$ cat config.mk
export PLATFORM = sky130hd
export DESIGN_NAME = uart_cmd_responder
export DESIGN_NICKNAME = d
export VERILOG_FILES = /design/src/rtl/uart_cmd_responder.sv
export SDC_FILE = /design/constraint.sdc
export NUM_CORES = 1
export LEC_CHECK = 0
export CAP_MARGIN = 25
export CELL_PAD_IN_SITES_DETAIL_PLACEMENT = 1
export CELL_PAD_IN_SITES_GLOBAL_PLACEMENT = 2
export CORE_AREA = 2 2 94 96
export DETAILED_ROUTE_END_ITERATION = 16
export DIE_AREA = 0 0 96 98
export HOLD_SLACK_MARGIN = 0.12
export PLACE_DENSITY_LB_ADDON = 0.05
export RECOVER_POWER = 50
export SYNTH_ARGS = -nofsm -noshare
export SYNTH_HDL_FRONTEND = slang
export SYNTH_SLANG_ARGS = --single-unit
$ cat constraint.sdc
create_clock -name clk -period 2.5 [get_ports clk]
set_input_delay 0.25 -clock clk [delete_from_list [all_inputs] [get_ports clk]]
set_output_delay 0.25 -clock clk [all_outputs]
set_load 0.02 [all_outputs]
$ cat src/rtl/uart_cmd_responder.sv
// UART-side command responder: parses write/read frames, drives a byte-wide register bus and returns one response byte.
// Latency: reg_we 1 cycle / reg_re 1 cycle after the last byte; tx_start 2 (write) or 3 (read) cycles after it.
// Backpressure: holds the response in SEND while tx_busy is high; optional trailing XOR byte under UART_RESP_CHECKSUM_EN.
module uart_cmd_responder #(
    parameter int TIMEOUT_CYCLES = 250000
) (
    input  logic       clk,
    input  logic       rst,
    input  logic       rx_valid,
    input  logic [7:0] rx_byte,
    input  logic       tx_busy,
    output logic       tx_start,
    output logic [7:0] tx_byte,
    output logic [7:0] reg_addr,
    output logic [7:0] reg_wdata,
    output logic       reg_we,
    output logic       reg_re,
    input  logic [7:0] reg_rdata,
    output logic       busy,
    output logic       frame_err
);

    localparam logic [7:0]  CMD_WR   = 8'h57;
    localparam logic [7:0]  CMD_RD   = 8'h52;
    localparam logic [7:0]  RSP_ACK  = 8'h4B;
    localparam logic [7:0]  RSP_BAD  = 8'h3F;
    localparam logic [23:0] TMO_LAST = 24'(TIMEOUT_CYCLES - 1);

    typedef enum logic [3:0] {
        IDLE,
        GET_ADDR,
        GET_DATA,
        BUS_WR,
        BUS_RD,
        RD_CAP,
        SEND,
        SEND_HOLD
`ifdef UART_RESP_CHECKSUM_EN
        , GET_SUM
`endif
    } state_t;

    state_t      state_q, state_d;
    logic [23:0] cnt_q, cnt_d;
    logic        cmd_wr_q, cmd_wr_d;
    logic [7:0]  addr_q, addr_d;
    logic [7:0]  wdata_q, wdata_d;
    logic [7:0]  tx_byte_q, tx_byte_d;
    logic        we_q, we_d;
    logic        re_q, re_d;
    logic        ferr_q, ferr_d;
    logic        tmo_hit;
`ifdef UART_RESP_CHECKSUM_EN
    localparam logic [7:0] RSP_SUM = 8'h21;
    logic [7:0]  sum_q, sum_d;
`endif

    assign tmo_hit = (cnt_q == TMO_LAST);

    always_comb begin
        state_d   = state_q;
        cnt_d     = '0;
        cmd_wr_d  = cmd_wr_q;
        addr_d    = addr_q;
        wdata_d   = wdata_q;
        tx_byte_d = tx_byte_q;
        ferr_d    = 1'b0;
`ifdef UART_RESP_CHECKSUM_EN
        sum_d     = sum_q;
`endif
        case (state_q)
            IDLE: begin
                if (rx_valid) begin
                    if (rx_byte == CMD_WR || rx_byte == CMD_RD) begin
                        cmd_wr_d = (rx_byte == CMD_WR);
                        state_d  = GET_ADDR;
`ifdef UART_RESP_CHECKSUM_EN
                        sum_d    = rx_byte;
`endif
                    end else begin
                        tx_byte_d = RSP_BAD;
                        ferr_d    = 1'b1;
                        state_d   = SEND;
                    end
                end
            end
            GET_ADDR: begin
                if (rx_valid) begin
                    addr_d = rx_byte;
`ifdef UART_RESP_CHECKSUM_EN
                    sum_d   = sum_q ^ rx_byte;
                    state_d = cmd_wr_q ? GET_DATA : GET_SUM;
`else
                    state_d = cmd_wr_q ? GET_DATA : BUS_RD;
`endif
                end else if (tmo_hit) begin
                    ferr_d  = 1'b1;
                    state_d = IDLE;
                end else begin
                    cnt_d = cnt_q + 24'd1;
                end
            end
            GET_DATA: begin
                if (rx_valid) begin
                    wdata_d = rx_byte;
`ifdef UART_RESP_CHECKSUM_EN
                    sum_d   = sum_q ^ rx_byte;
                    state_d = GET_SUM;
`else
                    state_d = BUS_WR;
`endif
                end else if (tmo_hit) begin
                    ferr_d  = 1'b1;
                    state_d = IDLE;
                end else begin
                    cnt_d = cnt_q + 24'd1;
                end
            end
`ifdef UART_RESP_CHECKSUM_EN
            GET_SUM: begin
                if (rx_valid) begin
                    if (rx_byte == sum_q) begin
                        state_d = cmd_wr_q ? BUS_WR : BUS_RD;
                    end else begin
                        tx_byte_d = RSP_SUM;
                        ferr_d    = 1'b1;
                        state_d   = SEND;
                    end
                end else if (tmo_hit) begin
                    ferr_d  = 1'b1;
                    state_d = IDLE;
                end else begin
                    cnt_d = cnt_q + 24'd1;
                end
            end
`endif
            BUS_WR: begin
                ferr_d    = rx_valid;
                tx_byte_d = RSP_ACK;
                state_d   = SEND;
            end
            BUS_RD: begin
                ferr_d  = rx_valid;
                state_d = RD_CAP;
            end
            RD_CAP: begin
                ferr_d    = rx_valid;
                tx_byte_d = reg_rdata;
                state_d   = SEND;
            end
            SEND: begin
                ferr_d = rx_valid;
                if (!tx_busy) state_d = SEND_HOLD;
            end
            SEND_HOLD: begin
                // The UART raises tx_busy one cycle late, so it is not trusted here.
                ferr_d  = rx_valid;
                state_d = IDLE;
            end
            default: state_d = IDLE;
        endcase
        // Strobes are registered off the next state so they line up with BUS_WR/BUS_RD.
        we_d = (state_d == BUS_WR);
        re_d = (state_d == BUS_RD);
    end

    always_ff @(posedge clk or posedge rst) begin
        if (rst) begin
            state_q   <= IDLE;
            cnt_q     <= '0;
            cmd_wr_q  <= 1'b0;
            addr_q    <= '0;
            wdata_q   <= '0;
            tx_byte_q <= '0;
            we_q      <= 1'b0;
            re_q      <= 1'b0;
            ferr_q    <= 1'b0;
`ifdef UART_RESP_CHECKSUM_EN
            sum_q     <= '0;
`endif
        end else begin
            state_q   <= state_d;
            cnt_q     <= cnt_d;
            cmd_wr_q  <= cmd_wr_d;
            addr_q    <= addr_d;
            wdata_q   <= wdata_d;
            tx_byte_q <= tx_byte_d;
            we_q      <= we_d;
            re_q      <= re_d;
            ferr_q    <= ferr_d;
`ifdef UART_RESP_CHECKSUM_EN
            sum_q     <= sum_d;
`endif
        end
    end

    assign tx_start  = (state_q == SEND) && !tx_busy;
    assign tx_byte   = tx_byte_q;
    assign reg_addr  = addr_q;
    assign reg_wdata = wdata_q;
    assign reg_we    = we_q;
    assign reg_re    = re_q;
    assign busy      = (state_q != IDLE);
    assign frame_err = ferr_q;

endmodule

# ---- Word-level counts from Yosys, hierarchy flattened
# Cells that the tools add are included.
dict set report op_classes {
  n_eq_ne 14
  n_reduce_logical 13
  addsub 1
  muxes 19
}
# cell n
set op_table {}
lappend op_table {{$mux W24} 3}
lappend op_table {{$add A24 B1 Y24 const B} 1}
lappend op_table {{$eq A24 B18 Y1 const B} 1}
lappend op_table {{$pmux W4 S6} 1}
lappend op_table {{$pmux W8 S3} 1}
lappend op_table {{$eq A4 B3 Y1 const B} 5}
lappend op_table {{$mux W4} 5}
lappend op_table {{$eq A8 B7 Y1 const B} 2}
lappend op_table {{$mux W8} 2}
lappend op_table {{$eq A4 B2 Y1 const B} 3}
lappend op_table {{$mux W3} 2}
lappend op_table {{$reduce_and A3 Y1} 2}
lappend op_table {{$reduce_or A5 Y1} 1}
lappend op_table {{$eq A4 B1 Y1 const B} 1}
lappend op_table {{$logic_not A4 Y1} 1}
lappend op_table {{$mux W1} 4}
lappend op_table {{$ne A2 B2 Y1 const B} 2}
lappend op_table {{$reduce_and A2 Y1} 2}
lappend op_table {{$reduce_bool A4 Y1} 1}
lappend op_table {{$reduce_or A2 Y1} 2}
lappend op_table {{$pmux W1 S3} 1}
lappend op_table {{$reduce_bool A3 Y1} 1}
lappend op_table {{$logic_and A1 B1 Y1} 1}
lappend op_table {{$logic_not A1 Y1} 1}
lappend op_table {{$logic_or A1 B1 Y1} 1}
dict set report word_totals {
  word_cells 56
  regBits 56
  in_bits 20
  out_inout_bits 29
}

# ---- Logic depth before layout (Yosys ltp)
dict set report depth {
  depth_word 6
  mapped_depth 7
  ltp_nobuf 5
}

# ---- Worst setup path before layout
# OpenSTA, ideal clock, no wires.
dict set report synth_path {
  path_kind {reg2reg}
  start {reg cnt_q[4]}
  end {reg cnt_q[23]}
  slack_ns 0.598
  period_less_slack_ns 1.902
  arrival_time_ns 1.808
  setup_time_ns 0.094
  t_required_ns 2.406
  path_buffers 1
  path_stages_with_launch 6
  path_cell_list {dfrtp_1 > nand3_2 > or4_1 > buf_2 > or4_1 > a211oi_1}
}
dict set report synth_via {
  elab_chain_len 4
}
# item line_no
set synth_rtl {}
lappend synth_rtl {{from (decl)} 44} ;# logic [23:0] cnt_q, cnt_d;
lappend synth_rtl {{from (signal assigned)} 183} ;# cnt_q <= cnt_d;
lappend synth_rtl {{$add A24 B1 Y24 / $eq A24 B18 Y1 (equally long branches)} {100, 116, 58}}
lappend synth_rtl {{$mux W24 *} {96, 112}}
lappend synth_rtl {{$mux W24 *} 104} ;# if (rx_valid) begin
lappend synth_rtl {{$mux W24 *} -}
lappend synth_rtl {{named net cnt_d[23]} 44}
# The timed path passes the listed nets; every way through them passes the cells marked *.
# A chain may end at the register's enable or synchronous reset.

# ---- Final worst setup path
dict set report layout_path {
  start {reg state_q[3]}
  end {out busy}
}
dict set report layout_via {
  elab_chain_len 1
}
# item line_no
set layout_rtl {}
lappend layout_rtl {{from (decl)} 43} ;# state_t state_q, state_d;
lappend layout_rtl {{from (signal assigned)} 182} ;# state_q <= state_d;
lappend layout_rtl {{$reduce_bool A4 Y1} 203} ;# assign busy = (state_q != IDLE);
lappend layout_rtl {{to (decl)} 19} ;# output logic busy,
# No other way between the ends.

==> impl_metrics.csv <==
group,metric,value,unit
setup_path,timing_worst_setup_path_type,"reg2out",
clock_tree,cts_tree,"built",
clock_tree,cts_resized,0,
setup_path,critPathSlowestCell,"sky130_fd_sc_hd__clkdlybuf4s50_1",
worst_hold_path,worstHoldPathType,"reg2reg",
finish,synthToLayoutAreaGrowth,26.74,%
clock_tree,clock_root_cell,"sky130_fd_sc_hd__clkbuf_8",
logic_synthesis,synthDistinctLibCells,46,
die,io_pins,49,
sta,timing_worst_slew_pin_value,899.3,ps
detailed_routing,detailed_route_via_count,2178,
detailed_routing,totalWireLength,6699,um
die,dieWidth,96,um
power,switchingPower,1.004,mW
logic_synthesis,synthesis.nets,284,
finish,filler_cell_count,938,
clock_tree,clock_latency_late_sink,310,ps
setup_path,crit_path_start_kind,"register",
sta,layout_worst_path_cycle_share,92.14,%
detailed_routing,ant_nets,0,
die,dieArea,9408,um^2
setup_path,worst_path_largest_cell_delay,560,ps
sta,timing.final.hold_violations,0,
setup_path,critical_path.cell_chain,"nor4_1 > inv_1 > clkdlybuf4s50_1",
detailed_routing,route.met2.wl,2983,um
setup_path,crit_path_max_fanout,9,
power,internal_power,1.849,mW
global_route,grt_max_degree,36,
die,initial_utilization,32.22,%
global_route,overflow,0,
sta,rsz0062_at_grt,"false",
sta,report.final.setup_viol,0,
power,power.sequential.fraction,42.5,%
detailed_routing,post-route-drc-count,0,
detailed_routing,dr.max_layer_used,"met4",
placed_design,place_congestion,0.7754,
logic_synthesis,mappedNetlistArea,2728,um^2
power,leakage,1.351,nW
sta,report.final.slew_viol_count,0,
global_route,global_route.usage.total,15.12,%
clock_tree,cts.sink_count,56,
detailed_routing,wirelength_met1,3414,um
power,comb_power_share,39.5,%
logic_synthesis,ys_ff_latch,56,
finish,fin_cells,425,
sta,fin_worst_hold_slack,499.8,ps
power,power_density,825.4,nW/um^2
setup_path,setup.worst_path.end_class,"output pin",
setup_path,timing.critical_path.arrival,2050,ps
status,run_status,"finished clean",
placed_design,place_worst_setup_slack,379.3,ps
die,coreArea,8466,um^2
sta,timing.final.ws_setup,196.6,ps
detailed_routing,firstDrtPassIters,4,
logic_synthesis,synthesis.instances,263,
detailed_routing,dr.first_iter.drc_count,61,
clock_tree,cts_hold_buffers,0,
sta,fin_crit,2303,ps
global_route,grt_pass1_vias,2276,
placed_design,final_hpwl_from_detailed_placement,4890,um
logic_synthesis,synth.yosys.warnings,0,
sta,fin_setup_tns,0,ps
clock_tree,cts_max_path_buffers,2,
placed_design,placed_cells,417,
clock_tree,cts.reportedPaths.clkPinSlew,110,ps
finish,post_route_cells_drive_above_1_share,11.99,%
job,cap_viol_max_count,0,
logic_synthesis,synth_edf_count,0,
sta,max_slew_margin,40.05,%
detailed_routing,detailroute.wirelength.met3,245,um
finish,antenna_cells_inserted,0,
detailed_routing,routed_via_density,5.125,
die,core.rowCount,34,
sta,fmax,434.1,MHz
clock_tree,htree_levels,2,
power,clock_power_share,18.0,%
sta,fin_skew,8.995,ps
finish,final_nets,337,
logic_synthesis,async_reset_ff_share,100.0,%
setup_path,critical_path_required,2250,ps
global_route,grt_antenna_before_repair,0,
global_route,grt_pass1_wl,11360,um
clock_tree,post_cts.repair.setup_buffers,0,
power,power.switching_fraction,35.20,%
clock_tree,cts_inserted_buffers,5,
detailed_routing,detail_route.wl_per_cell,15.76,um
logic_synthesis,post_synth.cell_area_avg,10.37,um^2
die,die_height,98,um
logic_synthesis,ys_seq_area_share,51.38,%
logic_synthesis,ys.flop_type,"sky130_fd_sc_hd__dfrtp_1",
power,vdd_drop_max,0.4448,mV
placed_design,buffer_ports.inserted,48,
-- power groups by stage --
| stage | combinational, mW | sequential [mW] | clock [mW] |
|---|---|---|---|
| 6_report | 1.13 | 1.21 | 0.514 |
| 5_1_grt | 1.22 | 1.25 | 0.577 |
| 4_1_cts | 1.18 | 1.22 | 0.542 |
| 3_5_place_dp | 1.17 | 1.23 | 0 |
| 3_3_place_gp | 1.16 | 1.23 | 0 |
| 2_1_floorplan | 0.407 | 1.44 | 0 |
-- layout make-up --
| class | instances | area (um^2) | share of cell area, % |
|---|---|---|---|
| Timing Repair Buffer | 58 | 549.3 | 15.89 |
| Inverter | 14 | 52.55 | 1.520 |
| Sequential cell | 56 | 1401 | 40.54 |
| Clock inverter | 3 | 22.52 | 0.6515 |
| Tap cell | 108 | 135.1 | 3.909 |
| Clock buffer | 5 | 68.82 | 1.991 |
| Multi-Input combinational cell | 181 | 1227 | 35.50 |
-- worst max-delay path: cells and delay by family (launching register included) --
family	cells	cell delay (ps)
buffers and inverters	2	690
DFF	1	500
and+or+nand+nor	1	550
-- path summary, 6_finish.rpt --
path	slack, ps	to	start	depth (start not counted)
max in group asynchronous	600	cnt_q[19]	rst	3
worst min-delay path	500	tx_byte[3]	tx_byte[3]	1
worst min register to register	500	tx_byte[3]	tx_byte[3]	1
worst max register to register	400	cnt_q[23]	cnt_q[4]	4
min in group asynchronous	520	reg_wdata[6]	rst	2
worst max-delay path	200	busy	state_q[3]	3
-- routing by layer --
layer | vias to the layer above | track usage, %
li1 | 1063 | -
met3 | 4 | 3.318
met5 | - | 0
met4 | 0 | 3.626
met1 | 1074 | 21.35
met2 | 37 | 23.56
-- kinds of logic after synthesis --
logic type	synth area share, %
and+or+nand+nor	20.46
DFF	51.38
AOI/OAI and AO/OA	11.84
buffers and inverters	3.624
muxes	7.294
xor gates and xnor gates	4.816
adders and majority gates	0.4586
other	0.1375
-- placed cells by master (no fill, tap or decap), types with 4 or more instances in the layout --
master	netlist	layout
sky130_fd_sc_hd__nor4_1	5	5
sky130_fd_sc_hd__o21ai_0	19	19
sky130_fd_sc_hd__dfrtp_1	56	56
sky130_fd_sc_hd__clkdlybuf4s50_1	0	35
sky130_fd_sc_hd__nand2_1	14	14
sky130_fd_sc_hd__nor2_1	7	7
sky130_fd_sc_hd__dlygate4sd3_1	0	13
sky130_fd_sc_hd__xor2_1	4	4
sky130_fd_sc_hd__or3_1	7	7
sky130_fd_sc_hd__mux2_2	15	15
sky130_fd_sc_hd__clkbuf_8	0	5
sky130_fd_sc_hd__a211oi_1	8	8
sky130_fd_sc_hd__nor3_1	19	19
sky130_fd_sc_hd__xnor2_1	11	11
sky130_fd_sc_hd__inv_1	14	14
sky130_fd_sc_hd__nor2b_1	4	4
sky130_fd_sc_hd__or4_1	4	4
sky130_fd_sc_hd__nand3_1	17	17
sky130_fd_sc_hd__buf_4	0	8
-- stage by stage --
step / utilization, % / instance area, um^2 / power [mW]
2_1_floorplan: - / 2728 / 1.848
5_1_grt: 40.84 / 3457 / 3.041
4_1_cts: 41.06 / 3476 / 2.937
3_5_place_dp: 39.98 / 3385 / 2.403
6_report: 40.84 / 3457 / 2.853
3_3_place_gp: 39.98 / 3385 / 2.392
-- Yosys cell counts (5+ instances only) --
library cell / n / share of area (%)
sky130_fd_sc_hd__a211oi_1: 8 / 2.2
sky130_fd_sc_hd__clkbuf_1: 11 / 1.5
sky130_fd_sc_hd__dfrtp_1: 56 / 51
sky130_fd_sc_hd__inv_1: 14 / 1.9
sky130_fd_sc_hd__mux2_2: 15 / 6.2
sky130_fd_sc_hd__nand2_1: 14 / 1.9
sky130_fd_sc_hd__nand3_1: 17 / 3.1
sky130_fd_sc_hd__nor2_1: 7 / 0.96
sky130_fd_sc_hd__nor3_1: 19 / 3.5
sky130_fd_sc_hd__nor4_1: 5 / 1.1
sky130_fd_sc_hd__o21ai_0: 19 / 3.5
sky130_fd_sc_hd__or3_1: 7 / 1.6
sky130_fd_sc_hd__xnor2_1: 11 / 3.5
-- registers in the layout, summed over array words and instances (netlist names) --
| register | cells |
|---|---|
| cmd_wr_q | 1 |
| state_q | 4 |
| tx_byte | 8 |
| reg_re | 1 |
| reg_we | 1 |
| reg_wdata | 8 |
| cnt_q | 24 |
| frame_err | 1 |
| reg_addr | 8 |
(Power assumes the default switching activity.)
